<file path="config.mk">
export PLATFORM = sky130hd
export DESIGN_NAME = pixel_compositor
export DESIGN_NICKNAME = d
export VERILOG_FILES = /design/src/rtl/overcooked_video_pkg.sv /design/src/rtl/sync_delay_line.sv /design/src/rtl/pixel_compositor.sv
export SDC_FILE = /design/constraint.sdc
export NUM_CORES = 1
export LEC_CHECK = 0
export CAP_MARGIN = 20
export CORE_UTILIZATION = 37
export CTS_BUF_LIST = sky130_fd_sc_hd__clkbuf_4
export CTS_CLUSTER_SIZE = 28
export DETAILED_ROUTE_END_ITERATION = 8
export GPL_ROUTABILITY_DRIVEN = 0
export GPL_TIMING_DRIVEN = 0
export HOLD_SLACK_MARGIN = 0.12
export MAX_ROUTING_LAYER = met4
export PLACE_DENSITY = 0.77
export SYNTH_ARGS = -nofsm -noshare
export SYNTH_HDL_FRONTEND = slang
export SYNTH_SLANG_ARGS = --single-unit
</file>
<file path="constraint.sdc">
create_clock -name pixel_clk_in -period 2 [get_ports pixel_clk_in]
set_input_delay 0.2 -clock pixel_clk_in [delete_from_list [all_inputs] [get_ports pixel_clk_in]]
set_output_delay 0.2 -clock pixel_clk_in [all_outputs]
set_load 0.1 [all_outputs]
</file>
<file path="src/rtl/overcooked_video_pkg.sv">
// Shared video types and constants for the Overcooked display pipeline.
package overcooked_video_pkg;

  localparam int unsigned PIXEL_W        = 12;
  localparam int unsigned HCOUNT_W       = 10;
  localparam int unsigned VCOUNT_W       = 9;
  localparam int unsigned GRID_MASK_BITS = 5;

  typedef logic [PIXEL_W-1:0] pixel_t;

  localparam pixel_t TRANSPARENT_COLOR = 12'h000;
  localparam pixel_t GRID_COLOR        = 12'hFFF;
  localparam pixel_t BLACK_COLOR       = 12'h000;

  // Timing side-band that travels alongside the layer pixels.
  typedef struct packed {
    logic                hsync;
    logic                vsync;
    logic                blank;
    logic [HCOUNT_W-1:0] hcount;
    logic [VCOUNT_W-1:0] vcount;
  } timing_t;

  localparam int unsigned TIMING_W = $bits(timing_t);

  // Idle timing: syncs inactive (high), blanked, counts at origin.
  localparam timing_t TIMING_IDLE = '{
    hsync:  1'b1,
    vsync:  1'b1,
    blank:  1'b1,
    hcount: '0,
    vcount: '0
  };

  // True on the 32-pixel placement grid lines.
  function automatic logic on_grid(input logic [HCOUNT_W-1:0] h,
                                   input logic [VCOUNT_W-1:0] v);
    return (h[GRID_MASK_BITS-1:0] == '0) || (v[GRID_MASK_BITS-1:0] == '0);
  endfunction

endpackage

</file>
<file path="src/rtl/sync_delay_line.sv">
// Fixed-depth shift register with async active-low reset; DEPTH 0 is a wire.
module sync_delay_line #(
  parameter int unsigned       DEPTH     = 2,
  parameter int unsigned       WIDTH     = 1,
  parameter logic [WIDTH-1:0]  RESET_VAL = '0
) (
  input  logic             clk,
  input  logic             rst_n,
  input  logic [WIDTH-1:0] din,
  output logic [WIDTH-1:0] dout
);

  generate
    if (DEPTH == 0) begin : g_pass
      logic unused_pass;
      assign unused_pass = ^{clk, rst_n, RESET_VAL};
      assign dout = din;
    end else begin : g_shift
      logic [WIDTH-1:0] stage [DEPTH];

      always_ff @(posedge clk or negedge rst_n) begin
        if (!rst_n) begin
          for (int i = 0; i < DEPTH; i++) stage[i] <= RESET_VAL;
        end else begin
          stage[0] <= din;
          for (int i = 1; i < DEPTH; i++) stage[i] <= stage[i-1];
        end
      end

      assign dout = stage[DEPTH-1];
    end
  endgenerate

endmodule

</file>
<file path="src/rtl/pixel_compositor.sv">
// Layer priority compositor with blanking, aligned syncs and frame tick/counter.
// Optional COMPOSITOR_GRID_EN overlays a white 32-pixel placement grid.
module pixel_compositor
  import overcooked_video_pkg::*;
#(
  parameter int unsigned NUM_LAYERS    = 4,
  parameter int unsigned LAYER_LATENCY = 2,
  parameter logic [11:0] TRANSPARENT   = TRANSPARENT_COLOR
) (
  input  logic                     pixel_clk_in,
  input  logic                     rst_n_in,
  input  logic [9:0]               hcount_in,
  input  logic [8:0]               vcount_in,
  input  logic                     hsync_in,
  input  logic                     vsync_in,
  input  logic                     blank_in,
  input  logic [12*NUM_LAYERS-1:0] layer_pixels_in,
  input  logic [11:0]              bg_color_in,
  output logic [11:0]              pixel_out,
  output logic                     hsync_out,
  output logic                     vsync_out,
  output logic                     blank_out,
  output logic                     frame_tick_out,
  output logic [7:0]               frame_count_out
);

  localparam int unsigned FILL   = LAYER_LATENCY + 1;
  localparam int unsigned FILL_W = $clog2(FILL + 1);

  timing_t timing_in_c;
  timing_t timing_dly_c;

  assign timing_in_c = '{
    hsync:  hsync_in,
    vsync:  vsync_in,
    blank:  blank_in,
    hcount: hcount_in,
    vcount: vcount_in
  };

  // Bring timing into step with the late-arriving layer pixels.
  sync_delay_line #(
    .DEPTH     (LAYER_LATENCY),
    .WIDTH     (TIMING_W),
    .RESET_VAL (TIMING_IDLE)
  ) u_align (
    .clk   (pixel_clk_in),
    .rst_n (rst_n_in),
    .din   (timing_in_c),
    .dout  (timing_dly_c)
  );

  pixel_t                s1_layer [NUM_LAYERS];
  logic [NUM_LAYERS-1:0] s1_opaque;
  pixel_t                s1_bg;
  logic                  s1_hsync;
  logic                  s1_vsync;
  logic                  s1_blank;

  // Stage 1: capture layers, background and aligned timing.
  always_ff @(posedge pixel_clk_in or negedge rst_n_in) begin
    if (!rst_n_in) begin
      for (int i = 0; i < NUM_LAYERS; i++) s1_layer[i] <= '0;
      s1_opaque <= '0;
      s1_bg     <= '0;
      s1_hsync  <= 1'b1;
      s1_vsync  <= 1'b1;
      s1_blank  <= 1'b1;
    end else begin
      for (int i = 0; i < NUM_LAYERS; i++) begin
        s1_layer[i]  <= layer_pixels_in[PIXEL_W*i +: PIXEL_W];
        s1_opaque[i] <= (layer_pixels_in[PIXEL_W*i +: PIXEL_W] != TRANSPARENT);
      end
      s1_bg    <= bg_color_in;
      s1_hsync <= timing_dly_c.hsync;
      s1_vsync <= timing_dly_c.vsync;
      s1_blank <= timing_dly_c.blank;
    end
  end

  logic grid_hit_c;

`ifdef COMPOSITOR_GRID_EN
  logic [HCOUNT_W-1:0] s1_hcount;
  logic [VCOUNT_W-1:0] s1_vcount;

  always_ff @(posedge pixel_clk_in or negedge rst_n_in) begin
    if (!rst_n_in) begin
      s1_hcount <= '0;
      s1_vcount <= '0;
    end else begin
      s1_hcount <= timing_dly_c.hcount;
      s1_vcount <= timing_dly_c.vcount;
    end
  end

  assign grid_hit_c = on_grid(s1_hcount, s1_vcount);
`else
  logic unused_counts;
  assign unused_counts = ^{timing_dly_c.hcount, timing_dly_c.vcount};
  assign grid_hit_c    = 1'b0;
`endif

  pixel_t pix_next_c;
  logic   hit_c;

  // Lowest-index opaque layer wins; grid, then blanking, override.
  always_comb begin
    pix_next_c = s1_bg;
    hit_c      = 1'b0;
    for (int i = 0; i < NUM_LAYERS; i++) begin
      if (!hit_c && s1_opaque[i]) begin
        pix_next_c = s1_layer[i];
        hit_c      = 1'b1;
      end
    end
    if (grid_hit_c) pix_next_c = GRID_COLOR;
    if (s1_blank)   pix_next_c = BLACK_COLOR;
  end

  // Stage 2: output registers.
  always_ff @(posedge pixel_clk_in or negedge rst_n_in) begin
    if (!rst_n_in) begin
      pixel_out <= BLACK_COLOR;
      hsync_out <= 1'b1;
      vsync_out <= 1'b1;
      blank_out <= 1'b1;
    end else begin
      pixel_out <= pix_next_c;
      hsync_out <= s1_hsync;
      vsync_out <= s1_vsync;
      blank_out <= s1_blank;
    end
  end

  logic [FILL_W-1:0] fill_cnt;
  logic              fill_done_c;
  logic              armed;

  assign fill_done_c = (fill_cnt == FILL_W'(FILL));

  // Ticks only once a genuine high vsync has reached stage 1, so reset
  // fill values never fake a falling edge.
  always_ff @(posedge pixel_clk_in or negedge rst_n_in) begin
    if (!rst_n_in) begin
      fill_cnt        <= '0;
      armed           <= 1'b0;
      frame_tick_out  <= 1'b0;
      frame_count_out <= '0;
    end else begin
      if (!fill_done_c) fill_cnt <= fill_cnt + FILL_W'(1);
      if (fill_done_c && s1_vsync) armed <= 1'b1;
      frame_tick_out <= 1'b0;
      if (armed && vsync_out && !s1_vsync) begin
        frame_tick_out  <= 1'b1;
        frame_count_out <= frame_count_out + 8'd1;
      end
    end
  end

endmodule

</file>
==> summary.md <==
| Metric | Value |
|---|---|
| Initial antenna violation count | 0 |
| Final Cycle Share | 0.955 |
| Post-synth EDFFs | 0 |
| Hold Path Class | in -> reg |
| Max Fclk | 523 MHz |
| Crit-path cells | clkdlybuf4s15_1 |
| Bufs and invs on worst path | 1 |
| Unrepaired setup endpoints after global routing | no |
| # Post-CTS Setup Buffers | 0 |
| Total GRT Usage | 0.160 |
| Critical path endpoint category | output pin |
| DRT iter0 DRCs | 80 |
| Worst vdd ir | 0.361 mV |
| Initial Utilization | 0.390 |
| Post-Syn Area | 0.00327 mm^2 |
| Most frequent cells in the layout | dfrtp_1 (88), clkdlybuf4s50_1 (63), dlygate4sd2_1 (15) |
| Compound-gate portion of the synthesized area | 0.0677 |
| Crit path DAT | 1710 ps |
| Final hold vios | 0 |
| Ys async rst share | 1.00 |
| Synth warnings | 0 |
| Die ar. | 0.00922 mm^2 |
| Placed cell areas | 0.00431 mm^2 |
| CTS tree | done |
| Max FO, Critical Path | 4 |
| Root Buffer | clkbuf_4 |
| Register area share after synthesis | 0.770 |
| Antenna Cells | 0 |
| Post-synthesis mux area share | 0.0436 |
| CP Launch Type | flop |
| Synth Instances | 201 |
| XOR/XNOR Fraction of Synth Area | 0.0214 |
| H-tree Lvls | 3 |
| Final TNS setup | 0 ps |
| Setup violators final | 0 |
| Drt drc | 0 |
| Fin crit period | 1910 ps |
| Post-placement cell count | 395 |
| CP max stage delay | 850 ps |
| CP delay by family, top | buffers and inverters |
| WL final | 6410 um |
| Largest net degree at the start of global routing | 57 |
| Multi-input combinational cell area | 689 um^2 |
| Power Density | 946 mW/mm^2 |
| Outcome | completed |
| Remaining Overflow, GRT | 0 |
| Clk buf depth | 2 |
| Detail Route Antenna Nets | 0 |
| Boundary Pins | 108 |
| Setup CP Type | reg -> out |
| Yosys cell types | 30 |
| Fill count | 723 |
| Net count after synthesis | 287 |
| Number of global-route vias before repair | 2,099 |
| Leakage Power | 1.97 nW |
| Final slew viol count | 0 |
| Setup slack, reg-to-reg | 520 ps |
| Reg area | 0.00252 mm^2 |
| Syn_area_per_cell | 16.3 um^2 |
| Post-DR wirelength/cell | 15.5 um |
| Worst skew pair latency | 430 ps |
| Largest family of logic cells by synthesized area | simple AND/OR/NAND/NOR gates |
| Post-Synth Adder-Cell Area | 0.00765 |
| Share of layout cells above drive strength 1 | 0.153 |
| Syn-to-layout area delta | 35.7% |
| Number of vias per cell | 4.78 |
| # rows | 33 |
| Nets | 389 |
| DR vias | 1,973 |
| Sink Count | 100 |
| Commonest non-fill, non-tap cell in the layout | dfrtp_1 |
| Final worst clock skew | 10.7 ps |
| Slowest cell on crit path | clkdlybuf4s15_1 |
| Die Height | 96 um |
| Core Util, Final | 0.529 |
| First-pass GRT wire length | 10,300 um |
| Post-route cell area | 0.00444 mm^2 |
| Post-Synth Simple-Gate Area | 0.0704 |
| Initial DRT Pass Iterations | 4 |
| Synth Flop Type | dfrtp_1 |
| Port Buf Inserts | 88 |
| Slew HR | 0.334 |
| Fin cells | 413 |
| Chip width | 96 um |
| Core ar. | 0.00838 mm^2 |
| Worst slew pin tran | 1000 ps |
| Max Cap Viol | 0 |
| CTS Buf Count | 9 |
| Seq cells post-synth | 100 |
| Clock-pin slew on the worst setup and hold paths | 140 ps |
| Post-DP HPWL | 4880 um |
| Worst Path Required | 1800 ps |
[layer usage]
metal  part of all wire  vias up  GRT usage  wire [um]
met1               0.46      972      0.214       2940
met2               0.47       64      0.228       3000
met4              0.011        0     0.0622         71
met5                  0        -          -          0
li1                   -      929          -          -
met3              0.062        8     0.0498        398
[Yosys cell counts, types with 2 or more instances]
| library cell | n | area [um^2] |
|---|---|---|
| nor2_1 | 12 | 45.0 |
| dfstp_2 | 12 | 315 |
| o22ai_1 | 12 | 75.1 |
| inv_1 | 2 | 7.51 |
| buf_2 | 2 | 10.0 |
| nor4_1 | 12 | 75.1 |
| xnor2_1 | 4 | 35.0 |
| mux2i_1 | 12 | 120 |
| xor2_1 | 4 | 35.0 |
| nor3_1 | 3 | 15.0 |
| ha_1 | 2 | 25.0 |
| mux2_2 | 2 | 22.5 |
| buf_6 | 3 | 33.8 |
| nand3_1 | 7 | 35.0 |
| a2111oi_0 | 2 | 17.5 |
| dfrtp_1 | 88 | 2200 |
| a2111oi_1 | 9 | 90.1 |
[area by class of cell]
| type | count | area share |
|---|---|---|
| sequential | 100 | 0.567 |
| timing repair buffer | 91 | 0.202 |
| multi-input combinational | 92 | 0.155 |
| tap | 105 | 0.0296 |
| clock buffer | 10 | 0.0169 |
| clock inverter | 6 | 0.0147 |
| buffer | 7 | 0.0124 |
| inverter | 2 | 0.00169 |
[path summary, 6_finish.rpt]
path,from,to,cells past startpoint
min reg2reg,u_align.g_shift.stage[41]$_DFF_PN1_,u_align.dout[19]$_DFF_PN1_,0
max reg2reg,s1_opaque[2]$_DFF_PN0_,pixel_out[8]$_DFF_PN0_,5
max,frame_count_out[0]$_DFFE_PN0P_,frame_count_out[0],1
min,hsync_in,u_align.g_shift.stage[43]$_DFF_PN1_,1
min in group asynchronous,rst_n_in,s1_layer[8]$_DFF_PN0_,2
max in group asynchronous,rst_n_in,hsync_out$_DFF_PN1_,3
[state kept, by name, summed over array words and instances, names as in the netlist, 2 cells and up]
signal and count:
pixel_out 12, s1_opaque 4, fill_cnt 2, u_align.g_shift.stage 3
s1_bg 12, frame_count_out 8, s1_layer 48, u_align.dout 3
[per-stage QoR]
step                      hold WS (ps)  worst slack [ps]  power [mW]
after detailed placement           235               160        3.27
after global placement             346             -2660        3.24
after global routing               126              6.73        4.41
after CTS                          124              9.46        4.26
final                              164              89.5        4.20
after floorplan                  -95.6               121        2.89
[cells by family after synthesis]
kind of cell	after synthesis
flops	100
compound gates	26
mux	14
buf+inv	9
fa+ha+maj	2
xor+xnor	8
simple gates	42
[power by group]
| part | total [mW] | internal (mW) | switching, mW |
|---|---|---|---|
| Combinational | 0.909 | 0.246 | 0.663 |
| Sequential | 2.26 | 2.17 | 0.0946 |
| Clock | 1.02 | 0.392 | 0.632 |
| Total | 4.20 | 2.81 | 1.39 |
[timing repair]
item | in CTS | in global routing
endpoints found under the setup margin | 24 | 6
resized for setup | 31 | 8
hold endpoints to repair | 44 | 1
hold buffers | 1 | 1
Power figures use the tool's default switching activity.
